**src/rtl/imem_boot_loader.sv**
```systemverilog
// Byte-serial instruction memory loader: reads a little-endian word count and
// that many 32-bit words from the host, strobing each assembled word into imem.
module imem_boot_loader #(
  parameter int DEPTH = 1024,
  parameter int CNT_W = 16
) (
  input  logic        clk,
  input  logic        rst_n,
  input  logic        load_req,
  input  logic        abort,
  input  logic        byte_valid,
  input  logic [7:0]  byte_data,
  output logic        byte_ready,
  output logic        start,
  output logic        instr_we,
  output logic [31:0] address,
  output logic [31:0] instruction,
  output logic        busy,
  output logic        done,
  output logic        error
);

  localparam int WIDX_W = $clog2(DEPTH) + 1;

  typedef enum logic [2:0] {
    S_IDLE, S_LEN_LO, S_LEN_HI, S_CHECK, S_BYTE, S_WRITE, S_DONE, S_ERR
  } state_t;

  state_t              state_q, state_d;
  logic [CNT_W-1:0]    len_q, len_d;
  logic [WIDX_W-1:0]   widx_q, widx_d;
  logic [1:0]          bidx_q, bidx_d;
  logic [23:0]         shift_q, shift_d;
  logic [31:0]         instr_q, instr_d;
  logic [31:0]         addr_q, addr_d;

  logic in_load;
  logic xfer;
  logic len_bad;
  logic last_word;

  // abort is only meaningful while busy; ERR keeps error until a new load_req
  assign in_load   = (state_q != S_IDLE) && (state_q != S_ERR);
  assign len_bad   = (len_q == '0) || (32'(len_q) > 32'(DEPTH));
  assign last_word = (CNT_W'(widx_q) == (len_q - CNT_W'(1)));

  assign byte_ready  = ((state_q == S_LEN_LO) || (state_q == S_LEN_HI) ||
                        (state_q == S_BYTE)) && !abort;
  assign xfer        = byte_valid && byte_ready;
  assign start       = (state_q == S_LEN_LO) || (state_q == S_LEN_HI) ||
                       (state_q == S_CHECK)  || (state_q == S_BYTE)   ||
                       (state_q == S_WRITE);
  assign busy        = in_load;
  assign instr_we    = (state_q == S_WRITE) && !abort;
  assign done        = (state_q == S_DONE) && !abort;
  assign error       = (state_q == S_ERR);
  assign instruction = instr_q;
  assign address     = addr_q;

  always_comb begin
    state_d = state_q;
    len_d   = len_q;
    widx_d  = widx_q;
    bidx_d  = bidx_q;
    shift_d = shift_q;
    instr_d = instr_q;
    addr_d  = addr_q;

    if (abort && in_load) begin
      state_d = S_IDLE;
    end else begin
      unique case (state_q)
        S_IDLE, S_ERR: begin
          if (load_req) begin
            state_d = S_LEN_LO;
            bidx_d  = '0;
          end
        end
        S_LEN_LO: begin
          if (xfer) begin
            len_d[7:0] = byte_data;
            state_d    = S_LEN_HI;
          end
        end
        S_LEN_HI: begin
          if (xfer) begin
            len_d[CNT_W-1:8] = (CNT_W-8)'(byte_data);
            state_d          = S_CHECK;
          end
        end
        S_CHECK: begin
          if (len_bad) begin
            state_d = S_ERR;
          end else begin
            widx_d  = '0;
            bidx_d  = '0;
            state_d = S_BYTE;
          end
        end
        S_BYTE: begin
          if (xfer) begin
            unique case (bidx_q)
              2'd0: shift_d[7:0]   = byte_data;
              2'd1: shift_d[15:8]  = byte_data;
              2'd2: shift_d[23:16] = byte_data;
              default: begin
                // output registers only change on word completion so they hold outside WRITE
                instr_d = {byte_data, shift_q};
                addr_d  = 32'(widx_q) << 2;
                state_d = S_WRITE;
              end
            endcase
            bidx_d = bidx_q + 2'd1;
          end
        end
        S_WRITE: begin
          if (last_word) begin
            state_d = S_DONE;
          end else begin
            widx_d  = widx_q + WIDX_W'(1);
            bidx_d  = '0;
            state_d = S_BYTE;
          end
        end
        S_DONE: state_d = S_IDLE;
        default: state_d = S_IDLE;
      endcase
    end
  end

  always_ff @(posedge clk or negedge rst_n) begin
    if (!rst_n) begin
      state_q <= S_IDLE;
      len_q   <= '0;
      widx_q  <= '0;
      bidx_q  <= '0;
      shift_q <= '0;
      instr_q <= '0;
      addr_q  <= '0;
    end else begin
      state_q <= state_d;
      len_q   <= len_d;
      widx_q  <= widx_d;
      bidx_q  <= bidx_d;
      shift_q <= shift_d;
      instr_q <= instr_d;
      addr_q  <= addr_d;
    end
  end

endmodule

```
**config.mk**
```make
export PLATFORM = sky130hd
export DESIGN_NAME = imem_boot_loader
export DESIGN_NICKNAME = d
export VERILOG_FILES = /design/src/rtl/imem_boot_loader.sv
export SDC_FILE = /design/constraint.sdc
export NUM_CORES = 1
export LEC_CHECK = 0
export ABC_CLOCK_PERIOD_IN_PS = 3780
export CAP_MARGIN = 20
export CORE_MARGIN = 5
export CORE_UTILIZATION = 40
export DETAILED_ROUTE_END_ITERATION = 7
export GPL_TIMING_DRIVEN = 0
export PLACE_DENSITY = 0.65
export SLEW_MARGIN = 15
export SYNTH_ARGS = -nofsm -noshare
export SYNTH_HDL_FRONTEND = slang
export SYNTH_SLANG_ARGS = --single-unit
```
**constraint.sdc**
```tcl
create_clock -name clk -period 3.78 [get_ports clk]
set_input_delay 0.567 -clock clk [delete_from_list [all_inputs] [get_ports clk]]
set_output_delay 0.567 -clock clk [all_outputs]
set_load 0.02 [all_outputs]
```
=== Word level (Yosys, flattened, before mapping) ===
Cells that the tools add are included.

* Memory bits (writable): 0
* Latch bits: 0
* Memories: 0
* Bits in read-only memories: 0
* Bits in registers: 99
* Logic and storage cells: 83
* Output and inout bits: 70

* Order comparisons: 1
* Bitwise operators: 2
* Equal/unequal tests: 20
* $mul: 0
* Mux-type cells: 17
* Shift operators: 0
* Div/mod/pow operators: 0
* Add/subtract/negate cells: 3
* Reductions and logical operators: 30

{| class="wikitable"
|+ Operator list
! operator !! count
|-
| 2-to-1 mux 11 bit || 2
|-
| one-hot mux 11 bit (2 select lines) || 1
|-
| one-hot mux 3 bit (7 select lines) || 1
|-
| AND reduction 4 bit || 5
|-
| 2-to-1 mux 3 bit || 6
|-
| == test 11 x 16 -> 1 bit || 1
|-
| greater-than comparator 16 x 11 -> 1 bit, second input constant || 1
|-
| zero test 16 bit || 1
|-
| subtractor 16 x 1 -> 16 bit, second input constant || 1
|-
| == test 3 bit, second input constant || 4
|-
| 2-to-1 mux 2 bit || 6
|-
| inequality test 3 x 2 -> 1 bit, second input constant || 4
|-
| adder 11 x 1 -> 11 bit, second input constant || 1
|-
| inequality test 2 bit, second input constant || 4
|-
| one-hot mux 2 bit (4 select lines) || 1
|-
| == test 3 x 2 -> 1 bit, second input constant || 2
|-
| logical AND 1 bit || 6
|-
| logical OR 1 bit || 6
|-
| inequality test 3 bit, second input constant || 2
|-
| AND reduction 3 bit || 2
|-
| AND reduction 6 bit || 1
|-
| AND reduction 5 bit || 1
|-
| nonzero test 4 bit || 1
|-
| == test 3 x 1 -> 1 bit, second input constant || 1
|-
| other kinds (11) || 12
|}

=== Longest topological paths before layout ===
Gate-level depths: netlist (run 1).

* Depth in word-level cells: 8
* Mapped depth: 11
* Gate-level depth less buffers: 9

=== Least setup slack after synthesis (run 1) ===
No wires, ideal clock.

* Kind: register -> register
* Start: reg len_q[0]
* End: reg widx_q[0]
* Data required time: 3.655 ns
* Arrival: 2.897 ns
* Stages on the path, launching flop included: 11
* Clock period less this slack: 3.021 ns
* Path slack: 0.759 ns
* Cells stage by stage: dfrtp_1 inv_1 ha_1 or3b_2 clkbuf_1 or4_1 a311o_1 and4b_1 buf_2 nand2b_1 mux2_2

* Cells in the longest elaborated chain, start to end: 4

{| class="wikitable"
|+ RTL lines
! element !! line !! source
|-
| from (decl) || 30 || <nowiki>logic [CNT_W-1:0] len_q, len_d;</nowiki>
|-
| from (signal assigned) || 142 || <nowiki>len_q <= len_d;</nowiki>
|-
| subtractor 16 x 1 -> 16 bit (tied with other cells) || 45 || <nowiki>assign last_word = (CNT_W'(widx_q) == (len_q - CNT_W'(1)));</nowiki>
|-
| == test 11 x 16 -> 1 bit / logical OR 1 bit (equally long branches) || 45, 44 ||
|-
| inequality test 2 bit (no source line) || n/a ||
|-
| AND reduction 4 bit (no source line) * || n/a ||
|-
| to (signal assigned) || 143 || <nowiki>widx_q <= widx_d;</nowiki>
|-
| to (decl) || 31 || <nowiki>logic [WIDX_W-1:0] widx_q, widx_d;</nowiki>
|}

Mark *: on every way between the ends. The rest lies on a longest branch, timed or not.
A chain may end at the register's enable or synchronous reset.

=== Worst setup path after layout (run 1) ===
* Start: reg state_q[2]
* End: out instr_we

* Cells in the longest elaborated chain, start to end: 2

{| class="wikitable"
|+ RTL lines
! element !! line !! source
|-
| from (decl) || 29 || <nowiki>state_t state_q, state_d;</nowiki>
|-
| from (signal assigned) || 141 || <nowiki>state_q <= state_d;</nowiki>
|-
| == test 3 bit || 54 || <nowiki>assign instr_we = (state_q == S_WRITE) && !abort;</nowiki>
|-
| logical AND 1 bit || 54 ||
|-
| to (decl) || 15 || <nowiki>output logic instr_we,</nowiki>
|}

No other way between the ends.

==> impl_metrics.csv, run 1 <==
group,metric,value,unit
synthesis,yosysWarningCount,0,
finish,syn2layout_area_growth,24.4,%
routing,vias,3647,
routing,drt-met1-wl,5030,um
floorplan,row_count,40,
routing,wl_met3,866,um
synthesis,synth_area,4970,um^2
finish,fin_cells,699,
synthesis,ys_seq_area_frac,0.498,
routing,via_per_inst,5.22,
clock_network,cts_resized,0,
clock_network,numCtsBuffers,9,
sta,fmax,0.294,GHz
routing,wl_per_cell,16.4,um
sta,finalSetupTns,0,ns
power_and_ir_drop,p_leak,0.00283,uW
finish,nets,545,
clock_network,cts-htree-levels,3,
worst_setup_path,cp.required,3.21,ns
synthesis,synth_edf_count,0,
floorplan,initial_utilization,0.410,
synthesis,synthCells,433,
synthesis,synth-seq-cells,99,
clock_network,post_cts_buffers,0,
worst_setup_path,crit_fanout,10,
placement,place_inst,683,
worst_setup_path,start_kind,"flop",
finish,drive_above_1_share,0.252,
synthesis,synth_cell_types,55,
sta,drv_slew,0,
clock_network,clockBufferDepth,2,
grt,gr-total-overflow,0,
min_path,hold_class,"in -> async",
worst_setup_path,crit_type,"reg -> out",
finish,nFillCells,1118,
grt,grt_antenna_before_repair,0,
worst_setup_path,cp.arrival,2.83,ns
outcome,outcome,"completed",
routing,antenna_left,0,
sta,setup_viol,0,
clock_network,holdBufCountCts,0,
clock_network,clkTransAtPathRegs,0.07,ns
floorplan,core-area,12100,um^2
routing,dr.pass1.iters,4,
routing,wl_met2,5290,um
placement,place_hpwl,8240,um
clock_network,clk_latency,0.35,ns
synthesis,syn_area_per_cell,11.5,um^2
routing,dr.max_layer_used,"met4",
clock_network,cts_tree,"done",
synthesis,synth-main-ff-cell,"dfrtp_1",
sta,slew_headroom,0.312,
sta,hold_viol,0,
sta,fin_crit_sh,0.898,
power_and_ir_drop,worst_ir_drop_vdd,0.423,mV
sta,fin_skew,0.00762,ns
floorplan,dieHeight,121,um
finish,antenna_cells,0,
grt,grt_max_degree,70,
clock_network,clock-sinks,99,
power_and_ir_drop,powerDensity,450,nW/um^2
floorplan,io_pins,83,
sta,finalCriticalPeriod,3.40,ns
routing,route.detailed.drc,0,
sta,rsz0062_at_grt,"false",
synthesis,synth-async-reset-ratio,1.00,
floorplan,die_w,121,um
placement,place_congestion,0.895,
sta,worst_pin_slew,1.03,ns
grt,grt_pass1_wl,19300,um
routing,first_iter_violations,183,
placement,numPortBuffers,61,
clock_network,root_buffer,"clkbuf_16",
grt,grt_usage,0.167,
floorplan,die_area,14800,um^2
worst_setup_path,end_kind,"output pin",
run,timing.max_cap.violations,0,
routing,routed_wl,11500,um
grt,grt_pass1_vias,3729,
## path summary, 6_finish.rpt
kind	startpoint	end	slack, ns	cells after the start
setup / recovery	state_q[2]	instr_we	0.38	6
hold / removal	rst_n	state_q[1]	0.09	1
setup reg to reg	len_q[0]	widx_q[0]	0.44	10
hold reg to reg	address[7]	address[7]	0.49	2
max in group asynchronous	rst_n	address[4]	3.06	2
min in group clk	address[7]	address[7]	0.49	2
## critical path: stages (launching register included)
cell,delay [ns]
dfrtp_1,0.35
clkbuf_1,0.37
clkbuf_1,0.40
nand2_1,0.18
or2_2,0.39
nor2_1,0.15
clkdlybuf4s50_1,0.63
## power breakdown
part           leakage [uW]  switching, uW  internal, uW
combinational       0.00133            400           298
sequential          0.00137           78.2          1130
clock              0.000136            405           475
total               0.00283            883          1900
## cells by family (layout without fill, tap and decap cells)
| logic type | Yosys count | after routing | share of synthesized area |
|---|---|---|---|
| flops | 99 | 99 | 0.498 |
| xor+xnor | 16 | 16 | 0.0282 |
| buf+inv | 57 | 135 | 0.0597 |
| other cells | 1 | 21 | 0.000754 |
| simple gates | 102 | 102 | 0.122 |
| mux | 82 | 82 | 0.185 |
| fa+ha+maj | 6 | 6 | 0.0151 |
| compound gates | 70 | 70 | 0.0904 |
## final cells by class
cell class / count / area (um^2) / area share
clock inverter: 5 / 46.3 / 0.00749
buffer: 44 / 248 / 0.0401
timing repair buffer: 62 / 639 / 0.103
clock buffer: 11 / 243 / 0.0392
sequential: 99 / 2480 / 0.401
inverter: 13 / 48.8 / 0.00789
tap: 168 / 210 / 0.0340
multi-input combinational: 297 / 2270 / 0.367
## registers in the layout, indices dropped and copies added (netlist names)
register / flops
len_q: 16
state_q: 3
widx_q: 11
shift_q: 24
bidx_q: 2
address: 11
instruction: 32
## metal layers
layer | GRT usage | vias to the layer above
met5 | 0 | -
met4 | 0.0595 | 0
met3 | 0.0629 | 27
met2 | 0.256 | 128
met1 | 0.214 | 1781
li1 | - | 1711
## stage by stage
stage | worst slack (ns) | total power (uW) | util | hold slack [ns] | cell area, um^2
floorplan | 0.759 | 1720 | - | 0.271 | 5050
global placement | -1.55 | 1900 | 0.484 | 0.473 | 5870
detailed placement | 0.249 | 1920 | 0.487 | 0.472 | 5900
CTS | 0.427 | 2820 | 0.511 | 0.0886 | 6180
global route | 0.244 | 2970 | 0.511 | 0.0983 | 6180
finish | 0.384 | 2780 | 0.511 | 0.0896 | 6180
## cell usage in the layout, fill, tap and decap left out, drive strengths merged, types with 2 or more instances in the layout
master / netlist / layout
and4: 2 / 2
or4b: 2 / 2
o41ai: 4 / 4
a311o: 2 / 2
xnor2: 10 / 10
or2: 5 / 5
clkdlybuf4s50: 0 / 60
or3: 10 / 10
nand2: 15 / 15
nor3: 9 / 9
o22ai: 3 / 3
clkbuf: 20 / 31
nor4b: 2 / 2
o2111ai: 2 / 2
xor2: 6 / 6
conb: 1 / 21
mux2: 80 / 80
nor2: 17 / 17
nand2b: 4 / 4
nand3: 6 / 6
or4: 3 / 3
inv: 13 / 15
nand4: 8 / 8
clkinvlp: 0 / 2
o21ai: 25 / 25
mux2i: 2 / 2
nor4: 5 / 5
and3: 4 / 4
nor3b: 2 / 2
nand4b: 3 / 3
ha: 6 / 6
o31ai: 3 / 3
a21oi: 19 / 19
buf: 24 / 26
dfrtp: 99 / 99
## cell usage after synthesis (all sizes together) (3+ instances only)
library cell   n  area [um^2]
a21oi         19         98.9
and3           4         25.0
buf           24          173
clkbuf        20         75.1
dfrtp         99         2480
ha             6         75.1
inv           13         48.8
mux2          80          901
nand2         15         56.3
nand2b         4         25.0
nand3          6         30.0
nand4          8         50.1
nand4b         3         26.3
nor2          17         63.8
nor3           9         45.0
nor4           5         46.3
o21ai         25          125
o22ai          3         18.8
o31ai          3         22.5
o41ai          4         35.0
or2            5         31.3
or3           10         62.6
or4            3         22.5
xnor2         10         87.6
xor2           6         52.6
(Power assumes the default switching activity.)
==> run 2: changes to the inputs <==
--- a/config.mk
+++ b/config.mk
@@ -7,12 +7,13 @@
 export LEC_CHECK = 0
 export ABC_CLOCK_PERIOD_IN_PS = 3780
 export CAP_MARGIN = 20
+export CELL_PAD_IN_SITES_DETAIL_PLACEMENT = 1
+export CELL_PAD_IN_SITES_GLOBAL_PLACEMENT = 2
 export CORE_MARGIN = 5
-export CORE_UTILIZATION = 40
+export CORE_UTILIZATION = 35
 export DETAILED_ROUTE_END_ITERATION = 7
 export GPL_TIMING_DRIVEN = 0
-export PLACE_DENSITY = 0.65
-export SLEW_MARGIN = 15
+export PLACE_DENSITY = 0.82
 export SYNTH_ARGS = -nofsm -noshare
 export SYNTH_HDL_FRONTEND = slang
 export SYNTH_SLANG_ARGS = --single-unit
==> run 2 against run 1 <==
Wire length is 16% higher; maximum frequency is 2.7% lower; clock-buffer cell count stayed put; largest cell class unchanged; die area is 13% higher; first-iteration DRC count is 20% lower.
==> impl_metrics.csv, run 2 (synthesized netlist as in run 1, its figures left out) <==
group,metric,value,unit
floorplan,core-area,13900,um^2
worst_setup_path,crit_fanout,10,
clock_network,cts_tree,"done",
routing,routed_wl,13300,um
clock_network,clock-sinks,99,
power_and_ir_drop,design_power_total,2850,uW
worst_setup_path,crit_type,"reg -> out",
floorplan,initial_utilization,0.358,
routing,vias,3685,
clock_network,holdBufCountCts,0,
worst_setup_path,regToRegSetupSlack,0.35,ns
sta,fin_skew,0.00517,ns
finish,multi_input_area,2270,um^2
sta,fin_crit_sh,0.923,
floorplan,die_area,16700,um^2
worst_setup_path,r2r.worst_path.cells,10,
worst_setup_path,cp.required,3.21,ns
worst_setup_path,critPathCapture,"instr_we",
floorplan,die_w,129,um
min_path,hold_class,"in -> async",
grt,grt_pass1_vias,4057,
finish,nets,545,
worst_setup_path,end_kind,"output pin",
clock_network,cts_resized,0,
sta,drv_slew,0,
sta,hold_viol,0,
worst_setup_path,crit_slowest_cell,"clkdlybuf4s50_1",
grt,gr-total-overflow,0,
finish,drive_above_1_share,0.250,
power_and_ir_drop,powerDensity,460,nW/um^2
grt,grt_max_degree,74,
routing,via_per_inst,5.18,
routing,first_iter_violations,146,
sta,worst_slack,0.289,ns
placement,place_hpwl,9750,um
floorplan,row_count,43,
power_and_ir_drop,worst_ir_drop_vdd,0.276,mV
worst_setup_path,start_kind,"flop",
finish,regArea,2480,um^2
routing,route.detailed.drc,0,
placement,pre_cts_slack,0.269,ns
clock_network,post_cts_buffers,0,
routing,wl_per_cell,18.7,um
placement,place_congestion,0.845,
clock_network,numCtsBuffers,9,
worst_setup_path,cp.arrival,2.92,ns
sta,finalSetupTns,0,ns
clock_network,clockBufferDepth,2,
sta,finalCriticalPeriod,3.49,ns
finish,fin_cells,711,
finish,nFillCells,1539,
sta,slew_headroom,0.353,
floorplan,dieHeight,129,um
routing,antenna_left,0,
outcome,outcome,"completed",
placement,place_inst,695,
sta,worst_pin_slew,0.967,ns
clock_network,root_buffer,"clkbuf_16",
worst_setup_path,cp_cell_sequence,"clkbuf_1 -> clkbuf_1 -> nand2_1 -> or2_2 -> nor2_1 -> clkdlybuf4s50_1",
finish,final_common_cell,"dfrtp_1",
grt,grt_usage,0.166,
sta,rsz0062_at_grt,"false",
routing,dr.pass1.iters,4,
run,timing.max_cap.violations,0,
placement,numPortBuffers,61,
worst_setup_path,crit_top_cell,"clkbuf_1",
finish,antenna_cells,0,
grt,grt_pass1_wl,21600,um
power_and_ir_drop,p_leak,0.00283,uW
worst_setup_path,crit-reg2reg-capture,"widx_q[0]",
worst_setup_path,rr_startpoint,"len_q[0]",
finish,syn2layout_area_growth,24.7,%
sta,setup_viol,0,
sta,fmax,0.286,GHz
finish,largest_reg_flops,32,
clock_network,clkTransAtPathRegs,0.07,ns
grt,grt_antenna_before_repair,0,
finish,final_util,0.447,
floorplan,io_pins,83,
clock_network,cts-htree-levels,3,
worst_setup_path,startpoint,"state_q[2]",
clock_network,clk_latency,0.35,ns
worst_setup_path,cp_slowest_stage_delay,0.63,ns
finish,most-common-layout-cells,"dfrtp_1, mux2_2, clkdlybuf4s50_1, o21ai_0",
==> run 2: how the worst min path moves through the flow <==
stage	endpoint	start
2_1_floorplan	address[10]	rst_n
3_3_place_gp	address[6]	address[6]
3_5_place_dp	address[6]	address[6]
4_1_cts	instruction[12]	rst_n
5_1_grt	instruction[12]	rst_n
6_report	instruction[12]	rst_n
==> run 2: worst max-delay path: cells and delay by family (launching register included) <==
family / cells / cell delay, ns
buffers and inverters: 3 / 1.45
AND/OR/NAND/NOR: 3 / 0.77
flip-flops: 1 / 0.36
==> run 2: layout make-up <==
class | count | area share
Sequential cell | 99 | 0.400
Multi-Input combinational cell | 297 | 0.366
Tap cell | 180 | 0.0363
Clock buffer | 11 | 0.0375
Inverter | 13 | 0.00787
Buffer | 44 | 0.0400
Timing Repair Buffer | 62 | 0.103
Clock inverter | 5 | 0.00969
==> run 2: through the flow <==
step	hold WS (ns)	area (um^2)
6_report	0.130	6200
5_1_grt	0.148	6200
4_1_cts	0.134	6200
3_5_place_dp	0.476	5910
3_3_place_gp	0.475	5880
2_1_floorplan	0.271	5050
==> run 2: report_power, final <==
group / total [uW] / switching (uW) / internal, uW
combinational: 712 / 414 / 298
clock: 930 / 413 / 518
sequential: 1210 / 84.4 / 1130
==> run 2: metal layers <==
metal	track usage	part of all wire	vias up
li1	-	-	1707
met1	0.199	0.42	1881
met2	0.284	0.51	81
met3	0.0486	0.055	16
met4	0.0574	0.019	0
met5	0	0	-
==> run 3: changes to the inputs <==
--- a/config.mk
+++ b/config.mk
@@ -12,7 +12,6 @@
 export CORE_MARGIN = 5
 export CORE_UTILIZATION = 35
 export DETAILED_ROUTE_END_ITERATION = 7
-export GPL_TIMING_DRIVEN = 0
 export PLACE_DENSITY = 0.82
 export SYNTH_ARGS = -nofsm -noshare
 export SYNTH_HDL_FRONTEND = slang
==> run 3 against run 2 <==
Sequential share of layout area is 1.5 points higher; sequential power is 3% higher; design area down 3.7%; register-to-register slack better by 0.25 ns; cell count fell by 5.2%; clock skew is 0.0016 ns higher; utilization down 1.6 points; non-clock buffer count down 37; maximum frequency up 9.8%; wire length fell by 3.4%; critical path depth is 2 higher.
==> impl_metrics.csv, run 3 (synthesized netlist as in run 1, its figures left out) <==
group,metric,value,unit
routing,first_iter_violations,95,
sta,worst_pin_slew,0.803,ns
floorplan,initial_utilization,0.358,
worst_setup_path,cp.arrival,3.41,ns
clock_network,root_buffer,"clkbuf_16",
floorplan,dieHeight,129,um
clock_network,clkTransAtPathRegs,0.07,ns
grt,gr-total-overflow,0,
floorplan,core-area,13900,um^2
clock_network,numCtsBuffers,9,
sta,fin_skew,0.00678,ns
sta,setup_viol,0,
sta,slew_headroom,0.465,
finish,multi_input_area,2270,um^2
finish,drive_above_1_share,0.237,
grt,grt_pass1_vias,3871,
grt,grt_max_degree,45,
placement,place_hpwl,9120,um
finish,largest_reg_flops,32,
routing,via_per_inst,5.27,
worst_setup_path,cp.required,4.01,ns
finish,antenna_cells,0,
run,timing.max_cap.violations,0,
sta,fmax,0.314,GHz
placement,place_inst,658,
floorplan,die_area,16700,um^2
finish,fin_cells,674,
grt,grt_antenna_before_repair,0,
finish,regArea,2480,um^2
finish,syn2layout_area_growth,20.1,%
sta,rsz0062_at_grt,"false",
worst_setup_path,crit_type,"reg -> reg",
worst_setup_path,end_kind,"flop",
placement,place_congestion,0.869,
clock_network,cts-htree-levels,3,
placement,numPortBuffers,61,
finish,nets,508,
clock_network,clockBufferDepth,2,
outcome,outcome,"completed",
clock_network,cts_tree,"done",
routing,routed_wl,12800,um
power_and_ir_drop,powerDensity,461,nW/um^2
floorplan,row_count,43,
finish,nFillCells,1512,
sta,hold_viol,0,
finish,most-common-layout-cells,"dfrtp_1, mux2_2, clkdlybuf4s50_1, o21ai_0, conb_1",
power_and_ir_drop,worst_ir_drop_vdd,0.297,mV
clock_network,cts_resized,0,
routing,route.detailed.drc,0,
power_and_ir_drop,p_leak,0.00269,uW
sta,fin_crit_sh,0.841,
clock_network,holdBufCountCts,0,
routing,dr.pass1.iters,4,
routing,vias,3555,
worst_setup_path,regToRegSetupSlack,0.60,ns
grt,grt_pass1_wl,21000,um
finish,final_common_cell,"dfrtp_1",
sta,finalCriticalPeriod,3.18,ns
sta,finalSetupTns,0,ns
floorplan,io_pins,83,
floorplan,die_w,129,um
worst_setup_path,crit_fanout,8,
grt,grt_usage,0.161,
sta,drv_slew,0,
routing,wl_per_cell,19.0,um
worst_setup_path,start_kind,"flop",
clock_network,post_cts_buffers,0,
clock_network,clk_latency,0.35,ns
clock_network,clock-sinks,99,
min_path,hold_class,"in -> async",
routing,antenna_left,0,
## run 3: changes by cell type in the layout (fill, tap and decap cells not counted), sizes merged
| cell | previous run | this run |
|---|---|---|
| clkbuf | 31 | 10 |
| clkinvlp | 1 | 3 |
| bufinv | 1 | 0 |
| buf | 26 | 9 |
## run 3: stage by stage
stage,setup slack [ns],util,total power [uW],hold WS (ns),cell area [um^2]
floorplan,0.759,-,1720,0.271,5050
global placement,0.693,0.410,1880,0.472,5690
detailed placement,0.615,0.410,1900,0.484,5690
CTS,0.595,0.430,2780,0.221,5970
global route,0.422,0.430,2910,0.246,5970
finish,0.600,0.430,2750,0.206,5970
## run 3: path summary, 6_finish.rpt
kind / cells past startpoint / endpoint / startpoint
worst max-delay path: 8 / widx_q[0] / len_q[0]
worst min-delay path: 1 / shift_q[10] / rst_n
worst max register to register: 8 / widx_q[0] / len_q[0]
worst min register to register: 2 / address[4] / address[4]
max in group asynchronous: 2 / address[6] / rst_n
min in group clk: 2 / address[4] / address[4]
## run 3: final cells by class
class	instances	area share
inverters	13	0.00817
multi-input cells	297	0.381
flip-flops and latches	99	0.415
well taps	180	0.0377
repair buffers	69	0.112
clock inverters	6	0.00838
clock buffers	10	0.0383
## run 3: routing by layer
metal,vias up,track usage,wire (um)
met3,9,0.0532,761
met4,0,0.0439,146
met5,-,0,0
met1,1818,0.198,5420
li1,1640,-,-
met2,88,0.273,6490
## run 3: critical path, cell delays in order, from the launching register on
cell	delay, ns
dfrtp_1	0.43
inv_1	0.11
ha_1	0.21
or3b_2	0.57
or4_1	0.50
a311o_1	0.41
and4b_1	0.31
nand2b_1	0.19
mux2_2	0.35
## run 3: where the power goes
group          switching [uW]  internal, uW  total (uW)
Sequential                125          1130        1250
Combinational             358           273         631
Clock                     413           455         867
Total                     896          1860        2750
